**config.mk**
```make
export PLATFORM = sky130hd
export DESIGN_NAME = alu_multicycle
export DESIGN_NICKNAME = d
export VERILOG_FILES = /design/src/rtl/alu_pkg.sv /design/src/rtl/alu_mul_iter.sv /design/src/rtl/alu_multicycle.sv
export SDC_FILE = /design/constraint.sdc
export NUM_CORES = 1
export LEC_CHECK = 0
export ABC_AREA = 1
export CAP_MARGIN = 20
export CORE_MARGIN = 2
export CORE_UTILIZATION = 51
export CTS_CLUSTER_SIZE = 8
export DETAILED_ROUTE_END_ITERATION = 6
export GPL_TIMING_DRIVEN = 0
export PLACE_DENSITY = 0.83
export REMOVE_ABC_BUFFERS = 1
export SYNTH_ARGS = -nofsm -noshare
export SYNTH_HDL_FRONTEND = slang
export SYNTH_HIERARCHICAL = 1
export SYNTH_SLANG_ARGS = --single-unit
```
**constraint.sdc**
```tcl
create_clock -name clk -period 4.2 [get_ports clk]
set_clock_uncertainty 0.2 [all_clocks]
set_input_delay 0.63 -clock clk [delete_from_list [all_inputs] [get_ports clk]]
set_output_delay 0.63 -clock clk [all_outputs]
set_load 0.05 [all_outputs]
```
**src/rtl/alu_pkg.sv**
```systemverilog
// Shared opcode values, FSM state encoding and shift-amount width helper for alu_multicycle.
package alu_pkg;

  localparam logic [3:0] OP_PASS = 4'b0000;
  localparam logic [3:0] OP_ADD  = 4'b0001;
  localparam logic [3:0] OP_SUB  = 4'b0010;
  localparam logic [3:0] OP_SHL1 = 4'b0011;
  localparam logic [3:0] OP_SHL2 = 4'b0100;
  localparam logic [3:0] OP_SHR4 = 4'b0101;
  localparam logic [3:0] OP_INC  = 4'b0110;
  localparam logic [3:0] OP_SHLV = 4'b0111;
  localparam logic [3:0] OP_AND  = 4'b1000;
  localparam logic [3:0] OP_OR   = 4'b1001;
  localparam logic [3:0] OP_XOR  = 4'b1010;
  localparam logic [3:0] OP_MUL  = 4'b1011;

  typedef enum logic [1:0] {
    ST_IDLE = 2'b00,
    ST_BUSY = 2'b01,
    ST_DONE = 2'b10
  } state_t;

  // Bits of operand2 used as the variable shift amount.
  function automatic int shamt_w(input int w);
    return (w <= 2) ? 1 : $clog2(w);
  endfunction

endpackage

```
**src/rtl/alu_mul_iter.sv**
```systemverilog
// Iterative shift-add multiplier: low DWIDTH bits of a*b, DWIDTH cycles after start.
// done pulses on the final iteration edge with product already valid; start restarts it at any time.
module alu_mul_iter #(
  parameter int DWIDTH = 16
) (
  input  logic              clk,
  input  logic              rst_n,
  input  logic              start,
  input  logic [DWIDTH-1:0] a,
  input  logic [DWIDTH-1:0] b,
  output logic              done,
  output logic [DWIDTH-1:0] product
);

  localparam int CW = $clog2(DWIDTH + 1);

  logic [DWIDTH-1:0] acc;
  logic [DWIDTH-1:0] mcand;
  logic [DWIDTH-1:0] mplier;
  logic [DWIDTH-1:0] acc_nxt;
  logic [CW-1:0]     cnt;

  assign acc_nxt = mplier[0] ? (acc + mcand) : acc;
  // product is the accumulator including the iteration happening on this edge
  assign product = acc_nxt;
  assign done    = (cnt == CW'(1));

  always_ff @(posedge clk or negedge rst_n) begin
    if (!rst_n) begin
      acc    <= '0;
      mcand  <= '0;
      mplier <= '0;
      cnt    <= '0;
    end else if (start) begin
      acc    <= '0;
      mcand  <= a;
      mplier <= b;
      cnt    <= CW'(DWIDTH);
    end else if (cnt != '0) begin
      acc    <= acc_nxt;
      mcand  <= mcand << 1;
      mplier <= mplier >> 1;
      cnt    <= cnt - CW'(1);
    end
  end

endmodule

```
**src/rtl/alu_multicycle.sv**
```systemverilog
// Multicycle ALU: latency 1 for single-cycle ops, DWIDTH+1 for MUL (ALU_MULTICYCLE_MUL_EN);
// result held in DONE until out_ready, in_ready low while busy or while a result is stalled.
module alu_multicycle
  import alu_pkg::*;
#(
  parameter int DWIDTH = 16
) (
  input  logic              clk,
  input  logic              rst_n,
  input  logic              in_valid,
  output logic              in_ready,
  input  logic [DWIDTH-1:0] operand1,
  input  logic [DWIDTH-1:0] operand2,
  input  logic [3:0]        operation,
  output logic              out_valid,
  input  logic              out_ready,
  output logic [DWIDTH-1:0] out,
  output logic              Z,
  output logic              N,
  output logic              C
);

  localparam int SHW = shamt_w(DWIDTH);

  state_t            state;
  logic              live;
  logic              accept;
  logic              is_mul;
  logic [DWIDTH-1:0] res;
  logic              cy;
  logic [DWIDTH:0]   sum;

  // live keeps in_ready low through reset and until the first clock after release
  assign in_ready  = live && ((state == ST_IDLE) || ((state == ST_DONE) && out_ready));
  assign out_valid = (state == ST_DONE);
  assign accept    = in_valid && in_ready;

`ifdef ALU_MULTICYCLE_MUL_EN
  logic              mul_done;
  logic [DWIDTH-1:0] mul_prod;

  assign is_mul = (operation == OP_MUL);

  alu_mul_iter #(.DWIDTH(DWIDTH)) u_mul (
    .clk     (clk),
    .rst_n   (rst_n),
    .start   (accept && is_mul),
    .a       (operand1),
    .b       (operand2),
    .done    (mul_done),
    .product (mul_prod)
  );
`else
  assign is_mul = 1'b0;
`endif

  always_comb begin
    res = '0;
    cy  = 1'b0;
    sum = '0;
    case (operation)
      OP_PASS: res = operand1;
      OP_ADD: begin
        sum = {1'b0, operand1} + {1'b0, operand2};
        res = sum[DWIDTH-1:0];
        cy  = sum[DWIDTH];
      end
      OP_SUB: begin
        // extended MSB of the difference is the unsigned borrow
        sum = {1'b0, operand1} - {1'b0, operand2};
        res = sum[DWIDTH-1:0];
        cy  = sum[DWIDTH];
      end
      OP_SHL1: begin
        res = operand1 << 1;
        cy  = operand1[DWIDTH-1];
      end
      OP_SHL2: res = operand1 << 2;
      OP_SHR4: res = operand1 >> 4;
      OP_INC: begin
        sum = {1'b0, operand1} + {{DWIDTH{1'b0}}, 1'b1};
        res = sum[DWIDTH-1:0];
        cy  = sum[DWIDTH];
      end
      OP_SHLV: res = operand1 << operand2[SHW-1:0];
      OP_AND:  res = operand1 & operand2;
      OP_OR:   res = operand1 | operand2;
      OP_XOR:  res = operand1 ^ operand2;
      default: res = '0;
    endcase
  end

  always_ff @(posedge clk or negedge rst_n) begin
    if (!rst_n) begin
      state <= ST_IDLE;
      live  <= 1'b0;
      out   <= '0;
      Z     <= 1'b0;
      N     <= 1'b0;
      C     <= 1'b0;
    end else begin
      live <= 1'b1;
      case (state)
        ST_IDLE, ST_DONE: begin
          if (accept && is_mul) begin
            state <= ST_BUSY;
          end else if (accept) begin
            state <= ST_DONE;
            out   <= res;
            Z     <= (res == '0);
            N     <= res[DWIDTH-1];
            C     <= cy;
          end else if (state == ST_DONE && out_ready) begin
            state <= ST_IDLE;
          end
        end
        ST_BUSY: begin
`ifdef ALU_MULTICYCLE_MUL_EN
          if (mul_done) begin
            state <= ST_DONE;
            out   <= mul_prod;
            Z     <= (mul_prod == '0);
            N     <= mul_prod[DWIDTH-1];
            C     <= 1'b0;
          end
`else
          state <= ST_IDLE;
`endif
        end
        default: state <= ST_IDLE;
      endcase
    end
  end

endmodule

```
# == Word-level counts from Yosys, hierarchy flattened ==
# Cells that the tools add are included.
# totals
ff_bits,22
inputBits,40
output_inout_bits,21
wordCells,39
# classes
n_addsub,3
eq_ne,12
shifts,1
n_mux,5
bitwise_logic,3
n_reduce_logical,9
# ops
op,count
one-hot mux 16 bit (11 select lines),1
adder 16 x 1 -> 17 bit (second input constant),1
adder 16 x 16 -> 17 bit,1
subtractor 16 x 16 -> 17 bit,1
bitwise AND 16 bit,1
equality test 4 x 3 -> 1 bit (second input constant),4
zero test 16 bit,1
bitwise OR 16 bit,1
<< shifter 16 x 4 -> 16 bit,1
XOR 16 bit,1
equality test 4 bit (second input constant),3
equality test 4 x 2 -> 1 bit (second input constant),2
two-way mux 2 bit,3
equality test 4 x 1 -> 1 bit (second input constant),1
zero test 4 bit,1
one-hot mux 1 bit (4 select lines),1
logical AND 1 bit,3
!= test 3 bit (second input constant),1
equality test 2 bit (second input constant),1
zero test 2 bit,1
AND reduction 2 bit,1
OR reduction 2 bit,1
logical OR 1 bit,1

# == Longest topological paths before layout ==
# Gate-level depths: netlist (run 1).
# depth
depth_word,7
mapped_depth,20
mapped_depth_nobuf,18

# == Worst setup path before layout (run 1) ==
# No wires, ideal clock.
# synth_path
path_kind,in2reg
from,input operand2[2]
to,register Z
setup_time_ps,66
t_arrival_ps,2413
required_ps,3934
setup_slack_ps,1521
cell_stages,16
n_path_buf,2
path_cell_list,clkinv_1 -> buf_2 -> ha_1 -> buf_2 -> nor2_1 -> a21oi_1 -> nand2_1 -> nand2_1 -> nor2_1 -> nor3_2 -> nand2_1 -> nor2_1 -> nand3_1 -> nor2_1 -> nand2_1 -> nand2_1
# synth_between
elab_chain_cells,3
word_cells_on_any_way,8
classes_between,2 x add/sub; 1 x shift; 1 x mux; 3 x bitwise; 1 x reduce/logical
# synth_lines
item,line_no,rtl
"start, declared",alu_multicycle.sv:13,"input logic [DWIDTH-1:0] operand2,"
subtractor 16 x 16 -> 17 bit (tied with other cells),alu_multicycle.sv:70,"sum = {1'b0, operand1} - {1'b0, operand2};"
one-hot mux 16 bit (11 select lines) (*),alu_multicycle.sv:61,case (operation)
zero test 16 bit (*),alu_multicycle.sv:110,Z <= (res == '0);
"end signal, assigned",alu_multicycle.sv:110,
"end, declared",alu_multicycle.sv:18,"output logic Z,"
# Every way passes the cells marked *; elsewhere a longest branch is shown, timed or not.
# A chain may end at the register's enable or synchronous reset.

# == Worst setup path after layout (run 1) ==
# layout_path
from,input operand2[1]
to,register Z
# The elaborated chain is that of the path after synthesis.

==> out/metrics.yaml, run 1 <==
die:
  die_h_um: 108
  start_util_pct: 52.9
  rows: 37
  die_width_um: 108
  ios: 61
  die_area_sq_um: 11600
  coreArea_sq_um: 10400
grt:
  grt_pass1_wl_um: 30100
  grt_pass1_vias: 6219
  grt-ovfl-total: 0
  grt.total_usage_pct: 32.5
  antenna_found_initial: 0
  grt_max_degree: 28
power:
  p_per_area_nw_per_um2: 189
  finalPower_mw: 1.15
  ir_drop_v: 0.000122
  cellLeakagePower_nw: 3.40
synth:
  synth_top_area_share_pct: 27.3
  synth_common_cells: "nand2_1, nand3_1, inv_1"
  synth_top_area_cell: "nand2_1"
  ys_seq_area_share_pct: 9.09
  synth_cell_types: 34
  ys_async_sr_fraction_pct: 100
  syn_inst: 1068
  synth_edf_count: 0
  yosys_warnings: 6
  synth_area_leaders: "nand2_1, nand3_1, ha_1"
  ys_ff_latch: 20
  synth_most_common_cell: "nand2_1"
  synth_flop_cell: "dfrtp_1"
  syn_area_sq_um: 5510
  avgSynthCellArea_sq_um: 5.16
cells_and_area:
  seqCellArea_sq_um: 500
  nFillCells: 1108
  multi_input_area_sq_um: 4220
  drive_gt1_share_pct: 3.20
  diodes: 0
  areaGrowthSynthToFinish_pct: 11.0
  stdcell_area_sq_um: 6110
  nets: 1189
setup_path:
  criticalPathCategory: "in2reg"
  startpoint: "operand2[1]"
  r2r_end: "out[7]"
  reg2reg_depth: 6
  critPathArrivalTime_ns: 3.90
  rr_startpoint: "state[1]"
  crit_fanout: 20
  cp-start-kind: "input port"
  worstPathRequired_ns: 4.20
  critPathCaptureType: "flop"
  cp-endpoint: "Z"
  reg2reg_slack_ns: 2.03
timing:
  rsz0062_at_grt: "no"
  hold_viol: 0
  setup_viol: 0
  worst_pin_slew_ns: 0.984
  slew_headroom_pct: 34.2
  fmax_mhz: 256
  finalMaxSlewViolations: 0
  fin_crit_ns: 3.90
  min_period_over_period_pct: 92.9
route:
  drt-total-wl_um: 18800
  first_iter_violations: 775
  wl_per_cell_um: 15.3
  drc: 0
  first_pass_iters: 5
  detail-route-antenna-nets: 0
  num_vias: 6951
  via_per_inst: 5.66
cts:
  clk_latency_ns: 0.25
  clk_path_buf_depth: 2
  cts_made_buffers: 3
  cts_hold_buf: 0
  cts_sinks: 20
  cts_tree: "built"
  ctsHtreeMaxLevel: 1
  clockRootBuffer: "clkbuf_8"
  path_clk_slew_ns: 0.07
placement:
  globalplace.congestion: 1.08
  dpl.hpwl_um: 14900
  placed_cell_area_sq_um: 6040
  numPortBuffers: 60
run:
  cap_viol_max_count: 0
worst_hold_path:
  hp-class: "reg2reg"
run_status:
  status: "finished, final reports clean"
cell families after synthesis:
group	after synthesis	synth area share, %
AO/OA/AOI/OAI	63	6.04
flip-flops	20	9.09
buffers and inverters	181	14.3
AND/OR/NAND/NOR	748	57.8
XOR/XNOR	1	0.159
other	1	0.0681
adder cells (fa/ha/maj)	54	12.5
power by group:
group          total [mW]  internal, mW  switching (mW)
registers           0.241         0.224          0.0163
logic               0.789         0.249           0.540
clock network       0.123        0.0639          0.0593
total                1.15         0.537           0.616
layout make-up:
type                            count  share of cell area (%)
Timing Repair Buffer               66                    10.8
Clock buffer                        3                   0.676
Inverter                          137                    8.47
Tap cell                          136                    2.78
Multi-Input combinational cell    867                    69.1
Sequential cell                    20                    8.19
flip-flops by register name, indices dropped and copies added, names as in the netlist:
name   count
out       16
C          1
Z          1
live       1
state      1
cell usage in the layout, fill, tap and decap left out:
master	count
nor2_2	8
conb_1	1
clkinv_1	1
ha_1	52
nor2_4	3
nand2_2	4
nor3_1	7
fa_1	2
nor3_2	1
nand3_1	178
o22ai_1	2
buf_4	4
o21ai_0	25
a21oi_1	30
clkdlybuf4s50_1	60
o21bai_1	4
nand4_1	13
xnor2_1	1
o211ai_1	1
nand2_1	400
nor4_1	1
and3_1	1
nand2_4	3
buf_8	2
inv_2	5
inv_1	130
dfrtp_1	20
clkinvlp_4	1
nor2_8	1
clkbuf_8	3
nor2_1	125
o21a_1	1
nand3b_1	3
per-stage QoR:
step                      setup TNS [ns]  cells  setup slack [ns]  utilization [%]  hold slack [ns]
after floorplan                        0   1024              1.46                -            0.134
after global placement            -0.290   1220            -0.227             57.6            0.263
after detailed placement          -0.371   1222            -0.258             58.0            0.265
after CTS                              0   1225           0.00379             58.4            0.284
after global routing                   0   1229            0.0504             58.7            0.300
final                                  0   1229             0.296             58.7            0.280
timing repair:
action                                  CTS  global route
endpoints found under the setup margin    0             7
buffers inserted                          0             3
gates resized for setup                   0             1
routing by layer:
| layer | global-route usage [%] | vias up | routed length, um |
|---|---|---|---|
| li1 | - | 3403 | - |
| met1 | 43.5 | 3052 | 7810 |
| met2 | 50.4 | 427 | 7900 |
| met3 | 5.15 | 69 | 2020 |
| met4 | 16.7 | 0 | 1030 |
| met5 | 0 | - | 0 |
how the worst min path moves through the flow:
stage | startpoint | to | slack [ns] | cells past startpoint
after floorplan | rst_n | C | 0.13 | 0
after global placement | out[5] | out[5] | 0.26 | 2
after detailed placement | out[6] | out[6] | 0.27 | 2
after CTS | out[6] | out[6] | 0.28 | 2
after global routing | out[8] | out[8] | 0.30 | 2
final | out[6] | out[6] | 0.28 | 2
worst max-delay path, stage by stage:
cell	delay, ns
clkdlybuf4s50_1	0.97
inv_2	0.37
fa_1	0.53
inv_1	0.12
nand2_1	0.06
nand2_1	0.07
nand3_1	0.06
nand3_1	0.10
nand2_1	0.07
nor3_1	0.37
nand2_1	0.09
nor2_1	0.13
nand3_1	0.10
nor2_1	0.11
nand2_1	0.06
nand2_1	0.05
Power figures use the tool's default switching activity.
==> inputs of run 2 (changes only) <==
Settings changed: CTS_CLUSTER_DIAMETER from default to 100, DONT_BUFFER_PORTS from default to 1, MAX_ROUTING_LAYER from default to met4, PLACE_DENSITY 0.83 to 0.76.
==> out/metrics.yaml, run 2 (synthesis results as in run 1) <==
run_status:
  status: "finished, final reports clean"
die:
  die_h_um: 108
  rows: 37
  die_width_um: 108
  ios: 61
  die_area_sq_um: 11600
  start_util_pct: 52.9
  coreArea_sq_um: 10400
route:
  first_iter_violations: 682
  wl_per_cell_um: 15.9
  via_per_inst: 5.61
  num_vias: 6557
  drt-total-wl_um: 18600
  first_pass_iters: 5
  detail-route-antenna-nets: 0
  drc: 0
grt:
  grt_max_degree: 28
  antenna_found_initial: 0
  grt-ovfl-total: 0
  grt_pass1_vias: 5821
  grt_pass1_wl_um: 29700
  grt.total_usage_pct: 33.4
cts:
  cts_sinks: 20
  cts_tree: "built"
  path_clk_slew_ns: 0.07
  clk_latency_ns: 0.26
  cts_made_buffers: 3
  clockRootBuffer: "clkbuf_8"
  post_cts_buffers: 0
  ctsHtreeMaxLevel: 1
  cts_resized: 0
  clk_path_buf_depth: 2
cells_and_area:
  drive_gt1_share_pct: 3.10
  top_register: "out"
  final_cell_mix: "nand2_1, nand3_1, inv_1"
  final_core_util_pct: 52.9
  nFillCells: 1194
  layout_commonest_cell: "nand2_1"
  diodes: 0
  areaGrowthSynthToFinish_pct: 0.159
  largest_reg_flops: 16
  nets: 1127
timing:
  min_period_over_period_pct: 77.4
  layout_setup_ws_ns: 0.949
  finalMaxSlewViolations: 0
  hold_ws_ns: 0.289
  worst_pin_slew_ns: 0.980
  fmax_mhz: 308
  setup_viol: 0
  rsz0062_at_grt: "no"
  slew_headroom_pct: 34.5
  fin_crit_ns: 3.25
  hold_viol: 0
  setup_tns_ns: 0
power:
  cellLeakagePower_nw: 3.17
  finalPower_mw: 1.03
  p_per_area_nw_per_um2: 187
  ir_drop_v: 0.000194
setup_path:
  max_stage_delay_ns: 0.73
  critPathCaptureType: "flop"
  cp-start-kind: "input port"
  critical_path.cell_chain: "clkinv_1, ha_1, inv_1, nand2_1, nand2_1, nand2_1, nand2_1, nand3_1, nand2_1, nor3_1, nand2_1, nor2_1, nand3_1, nor2_1, nand2_1, nand2_1"
  worstPathRequired_ns: 4.20
  crit_fanout: 18
  critPathArrivalTime_ns: 3.25
  criticalPathCategory: "in2reg"
  slowest_stage: "ha_1"
  critical_path.most_common_cell: "nand2_1"
placement:
  dp_slack_ns: 0.732
  numPortBuffers: 0
  globalplace.congestion: 1.03
  dpl.hpwl_um: 15000
worst_hold_path:
  hp-class: "in2reg"
run:
  cap_viol_max_count: 0
[run 2: changes by cell type in the layout (fill, tap and decap cells not counted)]
| cell | previous run | this run |
|---|---|---|
| clkinvlp_4 | 1 | 0 |
| clkbuf_8 | 3 | 5 |
| buf_4 | 4 | 0 |
| clkinv_1 | 1 | 2 |
| clkdlybuf4s50_1 | 60 | 0 |
| dlygate4sd3_1 | 0 | 1 |
[run 2: worst paths after layout]
check,to,from,cells after the start,slack [ns]
setup / recovery,Z,operand2[2],16,0.95
hold / removal,state[1],out_ready,1,0.29
setup reg to reg,Z,state[1],10,1.29
hold reg to reg,out[0],out[0],2,0.58
max in group asynchronous,out[14],rst_n,1,2.53
min in group asynchronous,out[0],rst_n,1,0.73
[run 2: timing repair]
| action | CTS | global route |
|---|---|---|
| endpoints found under the hold margin | 20 | 0 |
| setup endpoints to repair | 0 | 0 |
| hold buffers | 1 | 0 |
[run 2: metal layers]
metal	up-vias	wire [um]	GRT usage (%)	part of all wire [%]
li1	3276	-	-	-
met1	2866	7830	44.3	42
met2	354	7990	51.1	43
met3	61	1900	4.66	10
met4	0	901	13.3	4.8
met5	-	0	-	0
[run 2: stage by stage]
stage          cells  instance area (sq um)
6_report        1168                   5520
5_1_grt         1168                   5520
4_1_cts         1167                   5500
3_5_place_dp    1162                   5440
3_3_place_gp    1160                   5400
2_1_floorplan   1024                   5230
[run 2: worst max-delay path, delay by kind of cell]
kind,cells,cell delay [ns]
buffers and inverters,2,0.51
adders and majority gates,1,0.73
and+or+nand+nor,13,1.38
[run 2: layout make-up]
class	instances	area (sq um)	area share (%)
Multi-Input combinational cell	867	4220	76.5
Inverter	137	514	9.32
Sequential cell	20	500	9.07
Tap cell	136	170	3.09
Clock buffer	4	55.1	0.998
Timing Repair Buffer	4	53.8	0.975
[run 2: power breakdown]
group          internal [mW]  leakage [nW]  switching, mW
Combinational          0.163          2.88          0.360
Clock                 0.0835        0.0288         0.0629
Sequential             0.222         0.258          0.142
Total                  0.469          3.17          0.565
